[src/rtl/keypad_pkg.sv]
// Shared types and constants for the 4x3 matrix keypad scanner.
// Holds key codes, the per-frame scan result type, the stable-key state
// encoding and the row/column to key-code mapping.
package keypad_pkg;

    localparam logic [3:0] KEY_0    = 4'd0;
    localparam logic [3:0] KEY_1    = 4'd1;
    localparam logic [3:0] KEY_2    = 4'd2;
    localparam logic [3:0] KEY_3    = 4'd3;
    localparam logic [3:0] KEY_4    = 4'd4;
    localparam logic [3:0] KEY_5    = 4'd5;
    localparam logic [3:0] KEY_6    = 4'd6;
    localparam logic [3:0] KEY_7    = 4'd7;
    localparam logic [3:0] KEY_8    = 4'd8;
    localparam logic [3:0] KEY_9    = 4'd9;
    localparam logic [3:0] KEY_STAR = 4'd10;
    localparam logic [3:0] KEY_HASH = 4'd11;
    localparam logic [3:0] KEY_NONE = 4'd15;

    // Outcome of one full scan frame
    typedef enum logic [1:0] {
        NONE  = 2'd0,
        KEY   = 2'd1,
        MULTI = 2'd2
    } frame_res_e;

    // Debounced key state
    typedef enum logic [1:0] {
        IDLE  = 2'd0,
        HELD  = 2'd1,
        BLOCK = 2'd2
    } stable_e;

    // Frame result payload; code is KEY_NONE unless kind is KEY
    typedef struct packed {
        frame_res_e kind;
        logic [3:0] code;
    } frame_res_t;

    // Rows 0..2 carry digits 1..9 left to right; row 3 is *, 0, #
    function automatic logic [3:0] rc_to_code(input logic [1:0] row, input logic [1:0] col);
        logic [3:0] r4;
        logic [3:0] c4;
        r4 = {2'b00, row};
        c4 = {2'b00, col};
        if (row == 2'd3) begin
            case (col)
                2'd0:    return KEY_STAR;
                2'd1:    return KEY_0;
                default: return KEY_HASH;
            endcase
        end
        return r4 * 4'd3 + c4 + 4'd1;
    endfunction

endpackage

[src/rtl/keypad_scanner_if.sv]
// Keypad pin and key-event bundle.
//   key_col   : column lines, active-low (board -> scanner)
//   key_row   : row drive, active-low one-cold (scanner -> board)
//   keypad    : one-hot stable digit
//   key_code  : stable key code, 15 = none
//   key_valid : one-cycle pulse on a new debounced press
//   key_star  : * held
//   key_hash  : # held
// master = scanner side, slave = board/consumer side.
interface keypad_scanner_if;
    logic [2:0] key_col;
    logic [3:0] key_row;
    logic [9:0] keypad;
    logic [3:0] key_code;
    logic       key_valid;
    logic       key_star;
    logic       key_hash;

    modport master (
        input  key_col,
        output key_row, keypad, key_code, key_valid, key_star, key_hash
    );

    modport slave (
        output key_col,
        input  key_row, keypad, key_code, key_valid, key_star, key_hash
    );
endinterface

[src/rtl/keypad_debounce.sv]
// Frame-level debounce and stable-key FSM.
// Ports:
//   clk, rst      : clock, async active-low reset
//   frame_end     : strobe on the last cycle of a scan frame
//   res           : that frame's result
//   stable_state  : debounced state (IDLE/HELD/BLOCK)
//   stable_code   : debounced key code, KEY_NONE unless HELD
//   key_valid     : one-cycle pulse on IDLE->HELD (plus repeats if enabled)
// Optional auto-repeat is built only when KEYPAD_REPEAT_EN is defined.
module keypad_debounce
    import keypad_pkg::*;
#(
    parameter int unsigned DEB_FRAMES    = 2,
    parameter int unsigned REPEAT_DELAY  = 32,
    parameter int unsigned REPEAT_PERIOD = 8
) (
    input  logic       clk,
    input  logic       rst,
    input  logic       frame_end,
    input  frame_res_t res,
    output logic [1:0] stable_state,
    output logic [3:0] stable_code,
    output logic       key_valid
);

    localparam int unsigned MW = $clog2(DEB_FRAMES + 1);

    localparam logic [1:0] S_IDLE  = IDLE;
    localparam logic [1:0] S_HELD  = HELD;
    localparam logic [1:0] S_BLOCK = BLOCK;

    frame_res_t    prev_q, prev_d;
    logic [MW-1:0] match_q, match_d;
    logic [1:0]    state_q, state_d;
    logic [3:0]    code_q, code_d;
    logic          valid_q, valid_d;
    logic [1:0]    res_state_c;

`ifdef KEYPAD_REPEAT_EN
    localparam int unsigned RW = 16;
    logic [RW-1:0] rep_q, rep_d;
`endif

    // State register
    always_ff @(posedge clk or negedge rst) begin
        if (!rst) begin
            prev_q  <= '{kind: NONE, code: KEY_NONE};
            match_q <= '0;
            state_q <= S_IDLE;
            code_q  <= KEY_NONE;
            valid_q <= 1'b0;
`ifdef KEYPAD_REPEAT_EN
            rep_q   <= '0;
`endif
        end else begin
            prev_q  <= prev_d;
            match_q <= match_d;
            state_q <= state_d;
            code_q  <= code_d;
            valid_q <= valid_d;
`ifdef KEYPAD_REPEAT_EN
            rep_q   <= rep_d;
`endif
        end
    end

    // Match counting, stable update and pulse generation
    always_comb begin
        prev_d  = prev_q;
        match_d = match_q;
        state_d = state_q;
        code_d  = code_q;
        valid_d = 1'b0;
`ifdef KEYPAD_REPEAT_EN
        rep_d   = rep_q;
`endif
        case (res.kind)
            NONE:    res_state_c = S_IDLE;
            KEY:     res_state_c = S_HELD;
            default: res_state_c = S_BLOCK;
        endcase

        if (frame_end) begin
            prev_d = res;
            if (res == prev_q) begin
                match_d = (match_q == MW'(DEB_FRAMES)) ? match_q : match_q + MW'(1);
            end else begin
                match_d = MW'(1);
            end

            if (match_d == MW'(DEB_FRAMES) &&
                (res_state_c != state_q || res.code != code_q)) begin
                state_d = res_state_c;
                code_d  = res.code;
                // Only a press from idle is a new key; BLOCK->HELD or a code swap is silent
                valid_d = (state_q == S_IDLE) && (res_state_c == S_HELD);
            end

`ifdef KEYPAD_REPEAT_EN
            // Countdown to next repeat; reloaded on any state change
            if (state_d != state_q || code_d != code_q) begin
                rep_d = RW'(REPEAT_DELAY);
            end else if (state_q == S_HELD) begin
                if (rep_q <= RW'(1)) begin
                    valid_d = 1'b1;
                    rep_d   = RW'(REPEAT_PERIOD);
                end else begin
                    rep_d = rep_q - RW'(1);
                end
            end
`endif
        end
    end

    assign stable_state = state_q;
    assign stable_code  = code_q;
    assign key_valid    = valid_q;

endmodule

[src/rtl/keypad_scanner.sv]
// 4x3 matrix keypad scanner: row drive, column synchronizer, frame
// accumulator and registered output decode around keypad_debounce.
// Ports:
//   clk  : system clock (1 kHz)
//   rst  : async active-low reset
//   kif  : keypad_scanner_if.master (key_col in; key_row, keypad, key_code,
//          key_valid, key_star, key_hash out)
// Build option: KEYPAD_REPEAT_EN enables auto-repeat pulses on key_valid.
module keypad_scanner
    import keypad_pkg::*;
#(
    parameter int unsigned ROW_CYC       = 4,
    parameter int unsigned DEB_FRAMES    = 2,
    parameter int unsigned REPEAT_DELAY  = 32,
    parameter int unsigned REPEAT_PERIOD = 8
) (
    input  logic               clk,
    input  logic               rst,
    keypad_scanner_if.master   kif
);

    localparam int unsigned SW = (ROW_CYC > 1) ? $clog2(ROW_CYC) : 1;

    logic [2:0]    col_s1_q, col_s2_q;
    logic [SW-1:0] slot_q, slot_d;
    logic [1:0]    row_q, row_d;
    logic [3:0]    key_row_q, key_row_d;
    logic [1:0]    acc_cnt_q, acc_cnt_d;
    logic [3:0]    acc_code_q, acc_code_d;
    logic [9:0]    keypad_q, keypad_d;
    logic [3:0]    key_code_q, key_code_d;
    logic          key_valid_q, key_valid_d;
    logic          key_star_q, key_star_d;
    logic          key_hash_q, key_hash_d;

    logic          slot_last_c, frame_end_c;
    logic [1:0]    cnt_c;
    logic [3:0]    code_c;
    frame_res_t    res_c;
    logic [1:0]    stable_state;
    logic [3:0]    stable_code;
    logic          deb_valid;

    // Registers; idle columns read as all-open
    always_ff @(posedge clk or negedge rst) begin
        if (!rst) begin
            col_s1_q    <= 3'b111;
            col_s2_q    <= 3'b111;
            slot_q      <= '0;
            row_q       <= 2'd0;
            key_row_q   <= 4'b1110;
            acc_cnt_q   <= 2'd0;
            acc_code_q  <= KEY_NONE;
            keypad_q    <= '0;
            key_code_q  <= KEY_NONE;
            key_valid_q <= 1'b0;
            key_star_q  <= 1'b0;
            key_hash_q  <= 1'b0;
        end else begin
            col_s1_q    <= kif.key_col;
            col_s2_q    <= col_s1_q;
            slot_q      <= slot_d;
            row_q       <= row_d;
            key_row_q   <= key_row_d;
            acc_cnt_q   <= acc_cnt_d;
            acc_code_q  <= acc_code_d;
            keypad_q    <= keypad_d;
            key_code_q  <= key_code_d;
            key_valid_q <= key_valid_d;
            key_star_q  <= key_star_d;
            key_hash_q  <= key_hash_d;
        end
    end

    // Scan counters and row drive; row wraps 3->0 without a gap
    always_comb begin
        slot_last_c = (slot_q == SW'(ROW_CYC - 1));
        frame_end_c = slot_last_c && (row_q == 2'd3);
        slot_d      = slot_last_c ? '0 : slot_q + SW'(1);
        row_d       = slot_last_c ? row_q + 2'd1 : row_q;
        key_row_d   = ~(4'b0001 << row_d);
    end

    // Frame accumulator; the final row's sample is folded in before the frame closes
    always_comb begin
        cnt_c  = acc_cnt_q;
        code_c = acc_code_q;
        if (slot_last_c) begin
            for (int c = 0; c < 3; c++) begin
                if (!col_s2_q[c]) begin
                    if (cnt_c == 2'd0) code_c = rc_to_code(row_q, 2'(c));
                    if (cnt_c != 2'd2) cnt_c = cnt_c + 2'd1;
                end
            end
        end

        res_c.kind = (cnt_c == 2'd0) ? NONE : (cnt_c == 2'd1) ? KEY : MULTI;
        res_c.code = (cnt_c == 2'd1) ? code_c : KEY_NONE;

        acc_cnt_d  = frame_end_c ? 2'd0 : cnt_c;
        acc_code_d = frame_end_c ? KEY_NONE : code_c;
    end

    keypad_debounce #(
        .DEB_FRAMES    (DEB_FRAMES),
        .REPEAT_DELAY  (REPEAT_DELAY),
        .REPEAT_PERIOD (REPEAT_PERIOD)
    ) u_debounce (
        .clk          (clk),
        .rst          (rst),
        .frame_end    (frame_end_c),
        .res          (res_c),
        .stable_state (stable_state),
        .stable_code  (stable_code),
        .key_valid    (deb_valid)
    );

    // Output decode; BLOCK and IDLE both read as no key
    always_comb begin
        keypad_d    = '0;
        key_code_d  = KEY_NONE;
        key_star_d  = 1'b0;
        key_hash_d  = 1'b0;
        key_valid_d = deb_valid;
        if (stable_state == 2'(HELD)) begin
            key_code_d = stable_code;
            if (stable_code <= KEY_9) keypad_d = 10'd1 << stable_code;
            key_star_d = (stable_code == KEY_STAR);
            key_hash_d = (stable_code == KEY_HASH);
        end
    end

    assign kif.key_row   = key_row_q;
    assign kif.keypad    = keypad_q;
    assign kif.key_code  = key_code_q;
    assign kif.key_valid = key_valid_q;
    assign kif.key_star  = key_star_q;
    assign kif.key_hash  = key_hash_q;

endmodule

[src/flat_wrapper.sv]
// flat-port wrapper written by rule: the top's interface ports become plain ports
module keypad_scanner_flat import keypad_pkg::*;
#(
    parameter int unsigned ROW_CYC       = 4,
    parameter int unsigned DEB_FRAMES    = 2,
    parameter int unsigned REPEAT_DELAY  = 32,
    parameter int unsigned REPEAT_PERIOD = 8
)
  (clk, rst, kif_key_col, kif_key_row, kif_keypad, kif_key_code, kif_key_valid, kif_key_star, kif_key_hash);
  keypad_scanner_if kif_i ();
  input  logic clk;
  input  logic rst;
  input wire logic [$bits(kif_i.key_col)-1:0] kif_key_col;
  output wire logic [$bits(kif_i.key_row)-1:0] kif_key_row;
  output wire logic [$bits(kif_i.keypad)-1:0] kif_keypad;
  output wire logic [$bits(kif_i.key_code)-1:0] kif_key_code;
  output wire logic [$bits(kif_i.key_valid)-1:0] kif_key_valid;
  output wire logic [$bits(kif_i.key_star)-1:0] kif_key_star;
  output wire logic [$bits(kif_i.key_hash)-1:0] kif_key_hash;
  assign kif_i.key_col = kif_key_col;
  assign kif_key_row = kif_i.key_row;
  assign kif_keypad = kif_i.keypad;
  assign kif_key_code = kif_i.key_code;
  assign kif_key_valid = kif_i.key_valid;
  assign kif_key_star = kif_i.key_star;
  assign kif_key_hash = kif_i.key_hash;
  keypad_scanner #(.ROW_CYC(ROW_CYC), .DEB_FRAMES(DEB_FRAMES), .REPEAT_DELAY(REPEAT_DELAY), .REPEAT_PERIOD(REPEAT_PERIOD)) u_core (.clk(clk), .rst(rst), .kif(kif_i));
endmodule
[config.mk]
export PLATFORM = sky130hd
export DESIGN_NAME = keypad_scanner_flat
export DESIGN_NICKNAME = d
export VERILOG_FILES = /design/src/rtl/keypad_pkg.sv /design/src/rtl/keypad_scanner_if.sv /design/src/rtl/keypad_debounce.sv /design/src/rtl/keypad_scanner.sv /design/src/flat_wrapper.sv
export SDC_FILE = /design/constraint.sdc
export NUM_CORES = 1
export LEC_CHECK = 0
export ABC_AREA = 1
export CORE_MARGIN = 2
export CORE_UTILIZATION = 61
export CTS_CLUSTER_DIAMETER = 100
export DETAILED_ROUTE_END_ITERATION = 10
export GPL_ROUTABILITY_DRIVEN = 0
export PLACE_DENSITY = 0.84
export SKIP_CTS_REPAIR_TIMING = 1
export SYNTH_ARGS = -nofsm -noshare
export SYNTH_HDL_FRONTEND = slang
export SYNTH_SLANG_ARGS = --single-unit
[constraint.sdc]
create_clock -name clk -period 6.8 [get_ports clk]
set_clock_uncertainty 0.15 [all_clocks]
set_input_delay 0.68 -clock clk [delete_from_list [all_inputs] [get_ports clk]]
set_output_delay 0.68 -clock clk [all_outputs]
set_load 0.005 [all_outputs]
Yosys cells after proc, flatten, opt, wreduce, memory -nomap -nowiden:

Index checks and enable logic that the tools add are counted.

* equal/unequal tests: 16
* reduce and logical (&&, ||, !) cells: 11
* bitwise gates (word level): 1
* $mul: 1
* mux-type cells: 50
* shifts and indexed selects: 2
* order comparisons: 1
* $add $sub $neg: 10

Operator list (number)
* 4-bit 2-to-1 mux: 16
* 2-bit 2-to-1 mux: 17
* 10-bit 2-to-1 mux: 2
* 1-bit 2-to-1 mux: 14
* 2-bit by 1-bit adder with 2-bit output, second input constant: 6
* 4-bit by 1-bit adder with 4-bit output, second input constant: 3
* 2-bit logical NOT: 6
* 1-bit by 4-bit << shifter with 10-bit output, first input constant: 1
* 2-bit by 1-bit == test with 1-bit output, second input constant: 4
* 2-bit == test, second input constant: 4
* 4-bit == test, second input constant: 2
* 6-bit == test: 1
* 2-bit inequality test, second input constant: 3
* 4-bit by 2-bit adder with 4-bit output, second input constant: 1
* 4-bit <= comparator, second input constant: 1
* 2-bit by 2-bit multiplier with 4-bit output, second input constant: 1
* 4-bit inequality test: 1
* 4-bit inverter: 1
* 2-bit one-hot mux with 2 select lines: 1
* 1-bit by 2-bit << shifter with 4-bit output, first input constant: 1
* 1-bit logical AND: 3
* 2-bit inequality test: 1
* 2-bit AND reduction: 1
* 1-bit logical OR: 1

* bits in registers: 52
* logic and storage cells: 110
* output and inout bits: 21
* bits of input ports: 5

Depth between registers and ports, before layout:

Gate-level depths: netlist (run 1).

* word-level depth: 24
* gate-level depth with buffers: 23
* depth with buffers taken out: 22

By module:

From an unflattened synthesis (run 1), not the netlist that was laid out.

* cells, all modules: 320
* area total of the unflattened synthesis: 2683.8 um^2

Modules (own cells, without submodules)
* keypad_scanner: cells an instance 212, sequential area each 947.2 um^2, area an instance 1826.8 um^2, times used 1
* keypad_debounce: cells an instance 108, sequential area each 385.4 um^2, area an instance 857.1 um^2, times used 1

Worst setup path after synthesis (run 1):

OpenSTA, ideal clock, no wires.

* kind: flip-flop to flip-flop
* from: register u_core.acc_cnt_q[1]
* to: register u_core.u_debounce.state_q[1] (netlist: u_core.u_debounce.stable_state[1])
* stages on the path, launching flop included: 22
* data required time: 6.533 ns
* data arrival time: 2.688 ns
* buffers on the path: 0
* setup slack: 3.845 ns
* setup time: 0.117 ns
* clock period less this slack: 2.955 ns
* cell sequence: dfrtp_1 clkinv_1 ha_1 inv_1 nand2_2 nand2_4 ha_1 or2_1 nand2_4 nand3_2 nand2_1 nand2_2 nand2_4 nand2_4 inv_2 nand3_1 nand2_1 nor2_4 a21oi_4 nand2_4 nand2_1 nand2_1

* longest elaborated chain between the ends: 21
* elaborated cells between the ends (all ways): 42
* classes of those cells: 3 x add/sub; 9 x eq/ne; 22 x mux; 8 x reduce/logical

RTL lines
* start: declaration: RTL line keypad_scanner.sv:28 `logic [1:0] acc_cnt_q, acc_cnt_d;`
* start signal: assignment: RTL line keypad_scanner.sv:65 `acc_cnt_q <= acc_cnt_d;`
* 2-bit by 1-bit adder with 2-bit output or 2-bit inequality test (tied branches): RTL line keypad_scanner.sv:92 `if (cnt_c != 2'd2) cnt_c = cnt_c + 2'd1;`
* 2-bit 2-to-1 mux: RTL line keypad_scanner.sv:92
* 2-bit 2-to-1 mux: RTL line keypad_scanner.sv:90 `if (!col_s2_q[c]) begin`
* 2-bit 2-to-1 mux: RTL line keypad_scanner.sv:88 `if (slot_last_c) begin`
* 2-bit by 1-bit adder with 2-bit output or 2-bit inequality test (tied branches): RTL line keypad_scanner.sv:92
* 2-bit 2-to-1 mux: RTL line keypad_scanner.sv:92
* 2-bit 2-to-1 mux: RTL line keypad_scanner.sv:90
* 2-bit 2-to-1 mux: RTL line keypad_scanner.sv:88
* [4 not listed]
* 2-bit by 1-bit == test with 1-bit output: RTL line keypad_scanner.sv:97, keypad_scanner.sv:98
* 2-bit 2-to-1 mux (2 in a row): RTL line keypad_scanner.sv:97 `res_c.kind = (cnt_c == 2'd0) ? NONE : (cnt_c == 2'd1) ? KEY : MULTI;`
* 6-bit == test, or another cell as far along: RTL line keypad_debounce.sv:85 `if (res == prev_q) begin`
* 2-bit 2-to-1 mux or 2-bit one-hot mux with 2 select lines (tied branches): RTL line keypad_debounce.sv:85, keypad_debounce.sv:77
* 2-bit 2-to-1 mux or 2-bit inequality test (tied branches): RTL line keypad_debounce.sv:83, keypad_debounce.sv:92
* 2-bit == test or 1-bit logical OR (tied branches): RTL line keypad_debounce.sv:91, keypad_debounce.sv:92
* 1-bit logical AND: RTL line keypad_debounce.sv:91 `if (match_d == MW'(DEB_FRAMES) &&`
* 2-bit AND reduction (no line)
* end signal: assignment: RTL line keypad_debounce.sv:58 `state_q <= state_d;`
* end: declaration: RTL line keypad_debounce.sv:34 `logic [1:0] state_q, state_d;`

Parallel ways exist; a longest one is shown, timed or not. The select of a mux whose other input is x is not followed.
A chain may end at the register's enable or synchronous reset.

Final worst setup path (run 1):

Ends and elaborated chain as after synthesis.

==> run metrics, run 1 <==
GRT Util Overall=0.220; DRC=0; Max Clock Freq=295 MHz; Fillers=about 330; CTS Sinks=between 50 and 60; Slew Limit Headroom=0.294; final hold viol count=0; switching portion of total power=0.309; Clk pwr share=0.267; clock latency on the worst-skew pair=0.31 ns; final slew viol count=0; Leak=1.51 nW; via/cell ratio=5.30; Crit Path Category=flop to flop; Chip Height=between 70 and 80 um; DRT antenna net count=0; largest area contributor in the netlist=dfrtp_1; CTS H-tree depth=2; Initial Utilization=0.628; critical path required time=6.84 ns; Startpoint Class=flop; TritonRoute pass-1 iters=4; Overall Power=just under 0.8 mW; vias in the first global route=just under 2,000; GRT overflow=0; status=complete, no violations; Logic pwr share=0.230; post-synthesis instance total=309; Switch Pwr=roughly 0.24 mW; core footprint=between 4000 and 5000 sq um; top-area cell type share of the netlist area=0.249; max cap viols=0; NumNets Final=between 300 and 400; post-synthesis sequential area ratio=0.491; Hold Path Class=flop to flop; RSZ-0062 raised after global routing=no; hold slack final=0.209 ns; ant diodes=0; nature of the critical path endpoint=flop; register area=1330 sq um; worst-margin pin slew=roughly 1.1 ns; Die ar.=roughly 5000 sq um; CTS root buf=clkbuf_8; # IOs=26; initial antenna violation count=0; WP data arrival=~3.4 ns; Wirelength per Cell=12.8 um; Mapped Nets=between 300 and 400; Area growth, synth to finish=14.3%; Avg Cell Area, Syn=between 8 and 9 sq um; largest net degree at the start of global routing=between 50 and 60; multi-input logic area=~1200 sq um; initial drt markers=about 170; Max VDD drop=0.115 mV; Worst-path clk slew=0.09 ns; total number of vias=2,067; first-pass GRT wire length=8840 um; Seq cells post-synth=52; share of layout cells above drive strength 1=0.228; Area contributors post-synth=dfrtp_1 (25%), dfstp_2 (24%), nand2_1 (13%); internal power=0.542 mW; final setup violating endpoints=0; Synth Cell Area=2710 sq um; total negative slack=0 ns; site row count=24; fraction of registers with async set/reset=1.00; Tcrit/Tclk final=0.499; Netlist cell types=32; total number of yosys warnings=0; Max clock buf depth=2; TritonCTS Buffers=5; PortBufs=25; crit-path max FO=9; dominant synthesized flop cell=dfrtp_1; post-detail-place hpwl=3590 um; Post-synth EDFFs=0; Seq pwr share=0.502; CTS tree=yes; Tmin final=3.39 ns; die width=just over 70 um; final WL=~5000 um; power per cell area=253 nW/um^2
[power by group through the flow]
| stage | logic [mW] | clock network, mW | registers (mW) |
|---|---|---|---|
| after floorplan | 0.133 | 0 | 0.391 |
| after global placement | 0.174 | 0 | 0.398 |
| after detailed placement | 0.179 | 0 | 0.399 |
| after CTS | 0.182 | 0.213 | 0.394 |
| after global routing | 0.209 | 0.224 | 0.399 |
| final | 0.181 | 0.210 | 0.394 |
[worst max-delay path, stage by stage, from the launching register on]
cell,delay [ns]
dfrtp_1,0.35
clkinv_1,0.15
ha_1,0.34
inv_1,0.05
nand2_2,0.07
nand2_4,0.06
ha_1,0.26
or2_1,0.24
nand2_4,0.10
nand3_2,0.13
nand2_1,0.13
nand2_2,0.07
nand2_4,0.16
nand2_4,0.08
inv_2,0.14
nand3_1,0.10
nand2_1,0.13
nor2_4,0.05
a21oi_4,0.23
nand2_4,0.11
nand2_1,0.09
nand2_1,0.07
[metrics by stage]
step	instance area, sq um	instances	setup WS (ns)	utilization
final	3100	390	3.41	0.717
after global routing	3100	390	3.10	0.717
after floorplan	2710	309	3.85	-
after global placement	2990	382	3.57	0.692
after CTS	3100	390	3.42	0.717
after detailed placement	2990	382	3.48	0.692
[final timing paths]
kind | slack, ns | depth (start not counted) | endpoint | from
worst min-delay path | 0.21 | 0 | u_core.col_s2_q[1]$_DFF_PN1_ | u_core.col_s1_q[1]$_DFF_PN1_
min in group asynchronous | 0.41 | 1 | u_core.row_q[1]$_DFF_PN0_ | rst
worst min register to register | 0.21 | 0 | u_core.col_s2_q[1]$_DFF_PN1_ | u_core.col_s1_q[1]$_DFF_PN1_
worst max-delay path | 3.41 | 21 | u_core.u_debounce.stable_state[1]$_DFFE_PN0P_ | u_core.acc_cnt_q[1]$_DFF_PN0_
worst max register to register | 3.41 | 21 | u_core.u_debounce.stable_state[1]$_DFFE_PN0P_ | u_core.acc_cnt_q[1]$_DFF_PN0_
max in group asynchronous | 5.44 | 1 | u_core.u_debounce.prev_q[5]$_DFFE_PN0P_ | rst
[cell usage in the layout (no fill, tap or decap), types with 2 or more instances in the layout]
cell             count
nand2_1             92
inv_1               32
nor2_1              28
dfrtp_1             27
dfstp_2             25
clkdlybuf4s50_1     24
nand3_1             19
nand2_2             11
ha_1                11
o21ai_0              9
nand2_4              7
nand3_2              7
nand4_1              6
nor2_2               5
clkbuf_8             5
inv_2                4
o21ai_1              4
nand3_4              2
a21oi_1              2
nor2_4               2
nand3b_1             2
[area by class of cell]
cell class | count | area share
Sequential cell | 52 | 0.430
Tap cell | 52 | 0.0210
Clock inverter | 3 | 0.0137
Inverter | 38 | 0.0484
Multi-Input combinational cell | 215 | 0.386
Clock buffer | 5 | 0.0222
Timing Repair Buffer | 25 | 0.0791
[sequential cells by signal, indices dropped and copies added (netlist names), 2 cells and up]
| register | flops |
|---|---|
| u_core.kif.keypad | 10 |
| u_core.u_debounce.prev_q | 6 |
| u_core.acc_code_q | 4 |
| u_core.kif.key_code | 4 |
| u_core.kif.key_row | 4 |
| u_core.u_debounce.stable_code | 4 |
| u_core.col_s1_q | 3 |
| u_core.col_s2_q | 3 |
| u_core.acc_cnt_q | 2 |
| u_core.row_q | 2 |
| u_core.slot_q | 2 |
| u_core.u_debounce.match_q | 2 |
| u_core.u_debounce.stable_state | 2 |
[logic make-up (layout without fill, tap and decap cells)]
kind of cell / Yosys count / in the layout / synth area share
and+or+nand+nor: 184 / 184 / 0.345
DFF: 52 / 52 / 0.491
buffers and inverters: 42 / 71 / 0.0678
AOI/OAI and AO/OA: 19 / 19 / 0.0420
adders and majority gates: 11 / 11 / 0.0507
xor gates and xnor gates: 1 / 1 / 0.00323
[layer usage]
metal	part of all wire	wire length (um)	track usage	vias up
li1	-	-	-	1017
met1	0.44	2180	0.288	971
met2	0.48	2380	0.361	63
met3	0.058	291	0.0427	16
met4	0.028	138	0.0901	0
met5	0	0	0	-
[synth_stat cells (2+ instances only)]
cell and number:
nand3b_1 2, inv_2 4, nor2_2 5, nand2_4 7, dfstp_2 25, nand4_1 6
nand3_2 7, nand3_1 19, nor2_1 28, clkbuf_1 2, ha_1 11, nand3_4 2
dfrtp_1 27, nor2_4 2, nand2_1 92, o21ai_1 4, a21oi_1 2, nand2_2 11
o21ai_0 9, inv_1 32
(Power assumes the default switching activity.)
==> inputs of run 2 (changes only) <==
--- a/config.mk
+++ b/config.mk
@@ -7,11 +7,11 @@
 export LEC_CHECK = 0
 export ABC_AREA = 1
 export CORE_MARGIN = 2
-export CORE_UTILIZATION = 61
+export CORE_UTILIZATION = 57
 export CTS_CLUSTER_DIAMETER = 100
 export DETAILED_ROUTE_END_ITERATION = 10
 export GPL_ROUTABILITY_DRIVEN = 0
-export PLACE_DENSITY = 0.84
+export PLACE_DENSITY = 0.8
 export SKIP_CTS_REPAIR_TIMING = 1
 export SYNTH_ARGS = -nofsm -noshare
 export SYNTH_HDL_FRONTEND = slang
==> constraint.sdc (replaced) <==
create_clock -name clk -period 3.2 [get_ports clk]
set_clock_uncertainty 0.15 [all_clocks]
set_input_delay 0.32 -clock clk [delete_from_list [all_inputs] [get_ports clk]]
set_output_delay 0.32 -clock clk [all_outputs]
set_load 0.005 [all_outputs]
==> run metrics, run 2 (same netlist as run 1, synthesis figures left out) <==
via/cell ratio=roughly 5.5; PortBufs=25; Non-Filler Instances=413; Seq pwr share=0.508; R2R Path Start=u_core.col_s2_q[0]$_DFF_PN1_; post-detail-place hpwl=roughly 3700 um; clock latency on the worst-skew pair=between 0.3 and 0.4 ns; DRC=0; Crit Path Category=flop to flop; Chip Height=between 70 and 80 um; total number of vias=between 2,000 and 2,500; share of layout cells above drive strength 1=0.348; Tcrit/Tclk final=0.996; Max clock buf depth=2; initial drt markers=roughly 270; Max Clock Freq=314 MHz; most frequent cells in the layout=nand2_1 (81), inv_1 (30), dfrtp_1 (27); initial antenna violation count=0; Startpoint Class=flop; r2r endpoint=u_core.u_debounce.stable_state[1]$_DFFE_PN0P_; status=complete, no violations; r2r setup slk=0.01 ns; Slew Limit Headroom=0.283; Wirelength per Cell=14.8 um; site row count=25; placed cells=387; Die ar.=between 5000 and 6000 sq um; Logic pwr share=0.264; CTS Sinks=52; critical path required time=around 3.3 ns; Area growth, synth to finish=27.5%; Max VDD drop=0.295 mV; CTS H-tree depth=2; Worst-path clk slew=0.10 ns; worst-margin pin slew=~1.1 ns; final WL=6110 um; Tmin final=around 3.2 ns; nature of the critical path endpoint=flop; dpl ws=-0.0332 ns; Leak=approximately 1.7 nW; placed cell area=~3000 sq um; Clk pwr share=0.228; final hold viol count=0; CTS tree=yes; NumNets Final=around 370; crit-path max FO=7; cell area after layout=around 3500 sq um; internal power=1.10 mW; power per cell area=about 480 nW/um^2; GRT overflow=0; core footprint=4660 sq um; Final WS setup=around 0.012 ns; # IOs=26; RSZ-0062 raised after global routing=yes; final setup violating endpoints=0; commonest non-fill, non-tap cell in the layout=nand2_1; TritonRoute pass-1 iters=5; switching portion of total power=0.336; GRT Util Overall=0.200; max reg flops=10; final slew viol count=0; R2R cell count=19; DRT antenna net count=0; ant diodes=0; Switch Pwr=approximately 0.56 mW; largest net degree at the start of global routing=between 50 and 60; TritonCTS Buffers=5; first-pass GRT wire length=~8200 um; Initial Utilization=0.582; max cap viols=0; die width=73 um; WP data arrival=3.25 ns; Overall Power=about 1.7 mW; Hold Path Class=input port to asynchronous set/reset pin; vias in the first global route=approximately 1,900; CTS root buf=clkbuf_8
==> run 2: power by group through the flow <==
stage                     sequential [mW]  combinational [mW]  clock (mW)
after floorplan                     0.831               0.282           0
after global placement              0.847               0.372           0
after detailed placement            0.848               0.379           0
after CTS                           0.836               0.381       0.382
after global routing                0.852               0.486       0.412
final                               0.842               0.438       0.379
==> run 2: metrics by stage <==
stage | util | setup TNS [ns] | hold WS, ns
floorplan | - | 0 | -0.126
detailed placement | 0.647 | -0.0448 | 0.196
CTS | 0.666 | -0.115 | 0.0829
global route | 0.743 | -0.872 | 0.140
global placement | 0.647 | 0 | 0.186
finish | 0.743 | 0 | 0.0622
==> run 2: how the worst max path moves through the flow <==
stage                                                                to                          start  slack, ns
after global routing      u_core.u_debounce.stable_state[1]$_DFFE_PN0P_  u_core.acc_cnt_q[1]$_DFF_PN0_      -0.15
after floorplan           u_core.u_debounce.stable_state[1]$_DFFE_PN0P_  u_core.acc_cnt_q[1]$_DFF_PN0_       0.25
final                     u_core.u_debounce.stable_state[1]$_DFFE_PN0P_   u_core.col_s2_q[0]$_DFF_PN1_       0.01
after CTS                 u_core.u_debounce.stable_state[1]$_DFFE_PN0P_  u_core.acc_cnt_q[0]$_DFF_PN0_      -0.05
after detailed placement  u_core.u_debounce.stable_state[1]$_DFFE_PN0P_  u_core.acc_cnt_q[0]$_DFF_PN0_      -0.03
after global placement    u_core.u_debounce.stable_state[1]$_DFFE_PN0P_  u_core.acc_cnt_q[0]$_DFF_PN0_       0.08
==> run 2: critical path: stages, from the launching register on <==
cell	delay, ns
dfstp_2	0.67
buf_4	0.17
o21ai_4	0.06
ha_4	0.23
or2_4	0.25
nand2_4	0.10
nand3_4	0.14
inv_4	0.09
nor2_1	0.06
nor2_1	0.18
a21oi_1	0.07
buf_4	0.16
nand2_4	0.07
nand2_1	0.05
nand2_1	0.09
nand3_4	0.12
nor2_8	0.18
nand2_4	0.10
nand2_2	0.08
nand2_1	0.05
==> run 2: layout make-up <==
| type | instances | area (sq um) |
|---|---|---|
| clock buffers | 5 | 68.8 |
| clock inverters | 3 | 21.3 |
| fillers | 299 | 1200 |
| inverters | 38 | 160 |
| multi-input cells | 216 | 1400 |
| flip-flops and latches | 52 | 1330 |
| well taps | 54 | 67.6 |
| repair buffers | 45 | 407 |
==> run 2: routing by layer <==
layer	vias up	wire, um	GRT usage
met5	-	0	0
met4	0	131	0.0844
met3	20	434	0.0483
met2	120	3060	0.320
met1	1088	2490	0.260
li1	1064	-	-
==> inputs of run 3 (changes only) <==
--- a/config.mk
+++ b/config.mk
@@ -8,7 +8,7 @@
 export ABC_AREA = 1
 export CORE_MARGIN = 2
 export CORE_UTILIZATION = 57
-export CTS_CLUSTER_DIAMETER = 100
+export CTS_CLUSTER_DIAMETER = 120
 export DETAILED_ROUTE_END_ITERATION = 10
 export GPL_ROUTABILITY_DRIVEN = 0
 export PLACE_DENSITY = 0.8
==> constraint.sdc (replaced) <==
create_clock -name clk -period 3.35 [get_ports clk]
set_clock_uncertainty 0.15 [all_clocks]
set_input_delay 0.335 -clock clk [delete_from_list [all_inputs] [get_ports clk]]
set_output_delay 0.335 -clock clk [all_outputs]
set_load 0.005 [all_outputs]
==> run metrics, run 3 (same netlist as run 1, synthesis figures left out) <==
share of layout cells above drive strength 1=0.251; ant diodes=0; core footprint=4660 sq um; hold slack final=approximately 0.049 ns; first-pass GRT wire length=about 8500 um; delay-heaviest family, CP=simple AND/OR/NAND/NOR gates; Tcrit/Tclk final=0.951; placed cell area=3020 sq um; Hold Path Class=input port to asynchronous set/reset pin; max cap viols=0; post-detail-place hpwl=roughly 3600 um; CP Depth=21; GRT Util Overall=0.205; NumNets Final=between 300 and 400; vias in the first global route=roughly 1,900; TritonCTS Buffers=5; initial drt markers=approximately 220; total number of vias=2,054; status=complete, no violations; DRC=0; Bufs and invs on worst path=2; Seq pwr share=0.500; WP data arrival=~3.2 ns; internal power=~1.1 mW; Worst-path clk slew=0.09 ns; via/cell ratio=roughly 5.2; R2R cell count=21; nature of the critical path endpoint=flop; dpl ws=roughly 0.088 ns; final slew viol count=0; power per cell area=499 nW/um^2; Clk pwr share=0.262; Initial Utilization=0.582; Worst path slowest cell=dfrtp_1; Area growth, synth to finish=18.6%; CTS Sinks=52; multi-input logic area=between 1000 and 1500 sq um; CTS H-tree depth=2; most frequent CP cell=nand2_1; DRT antenna net count=0; die width=approximately 73 um; site row count=25; switching portion of total power=0.308; CTS root buf=clkbuf_8; CP cell instances=inv_1, ha_4, inv_1, nand2_2, nand2_4, ha_1, or2_1, nand2_4, nand3_4, nand2_1, nand2_2, nand2_8, nand3_4, nand2_1, nand2_1, nor2_2, nand3_4, nor2_8, nand2_4, nand2_1, nand2_1; Non-Filler Instances=397; Switch Pwr=a little under 0.5 mW; critical path required time=3.40 ns; Logic pwr share=0.238; total negative slack=0 ns; PortBufs=25; TritonRoute pass-1 iters=4; largest net degree at the start of global routing=50; # IOs=26; max reg flops=10; CP max stage delay=~0.40 ns; most frequent cells in the layout=nand2_1 (90), inv_1 (32), nor2_1 (28); worst-margin pin slew=just over 1 ns; CTS tree=yes; Fillers=between 300 and 400; clock latency on the worst-skew pair=0.31 ns; Tmin final=about 3.2 ns; Die ar.=about 5300 sq um; final hold viol count=0; Crit Path Category=flop to flop; initial antenna violation count=0; cell area after layout=between 3000 and 4000 sq um; Wirelength per Cell=12.9 um; Final WS setup=0.163 ns; Max clock buf depth=2; register area=between 1000 and 1500 sq um; Chip Height=between 70 and 80 um; Overall Power=around 1.6 mW; final WL=around 5100 um; placed cells=about 390; crit-path max FO=8; Leak=1.55 nW; fin util=0.691; final setup violating endpoints=0; Max Clock Freq=approximately 310 MHz; Startpoint Class=flop; commonest non-fill, non-tap cell in the layout=nand2_1; Max VDD drop=about 0.29 mV; Slew Limit Headroom=0.328; GRT overflow=0
run 3: cell types whose count changed in the layout (fill, tap and decap cells not counted), sizes merged:
cell / previous run / this run
inv: 39 / 38
bufinv: 0 / 1
buf: 21 / 6
nand2: 111 / 110
run 3: worst register-to-register path, delay by kind of cell, from the launching register on:
family                     cells  cell delay (ns)
and+or+nand+nor               17             1.87
adders and majority gates      2             0.45
DFF                            1             0.40
buffers and inverters          2             0.22
run 3: final timing paths:
path                                                       start                                       endpoint  slack, ns
max                                u_core.acc_cnt_q[0]$_DFF_PN0_  u_core.u_debounce.stable_state[0]$_DFFE_PN0P_       0.16
min                                                          rst                      u_core.row_q[0]$_DFF_PN0_       0.05
max reg2reg                        u_core.acc_cnt_q[0]$_DFF_PN0_  u_core.u_debounce.stable_state[0]$_DFFE_PN0P_       0.16
min reg2reg                u_core.u_debounce.key_valid$_DFF_PN0_                 u_core.kif.key_valid$_DFF_PN0_       0.20
max in group asynchronous                                    rst   u_core.u_debounce.stable_code[3]$_DFFE_PN1P_       2.26
min in group clk           u_core.u_debounce.key_valid$_DFF_PN0_                 u_core.kif.key_valid$_DFF_PN0_       0.20
run 3: per-layer routing:
layer	share of wire	GRT usage
met5	0	0
met2	0.50	0.333
met4	0.022	0.0864
met3	0.040	0.0442
met1	0.44	0.263
run 3: layout make-up:
| type | instances | share of cell area |
|---|---|---|
| repair buffers | 30 | 0.0878 |
| multi-input cells | 215 | 0.395 |
| clock buffers | 5 | 0.0214 |
| flip-flops and latches | 52 | 0.414 |
| well taps | 54 | 0.0210 |
| clock inverters | 3 | 0.0132 |
| inverters | 38 | 0.0474 |
run 3: power groups by stage:
stage	clock [mW]	combinational [mW]	sequential (mW)
2_1_floorplan	0	0.270	0.794
3_3_place_gp	0	0.356	0.811
3_5_place_dp	0	0.368	0.813
4_1_cts	0.430	0.370	0.802
5_1_grt	0.454	0.431	0.811
6_report	0.421	0.383	0.804
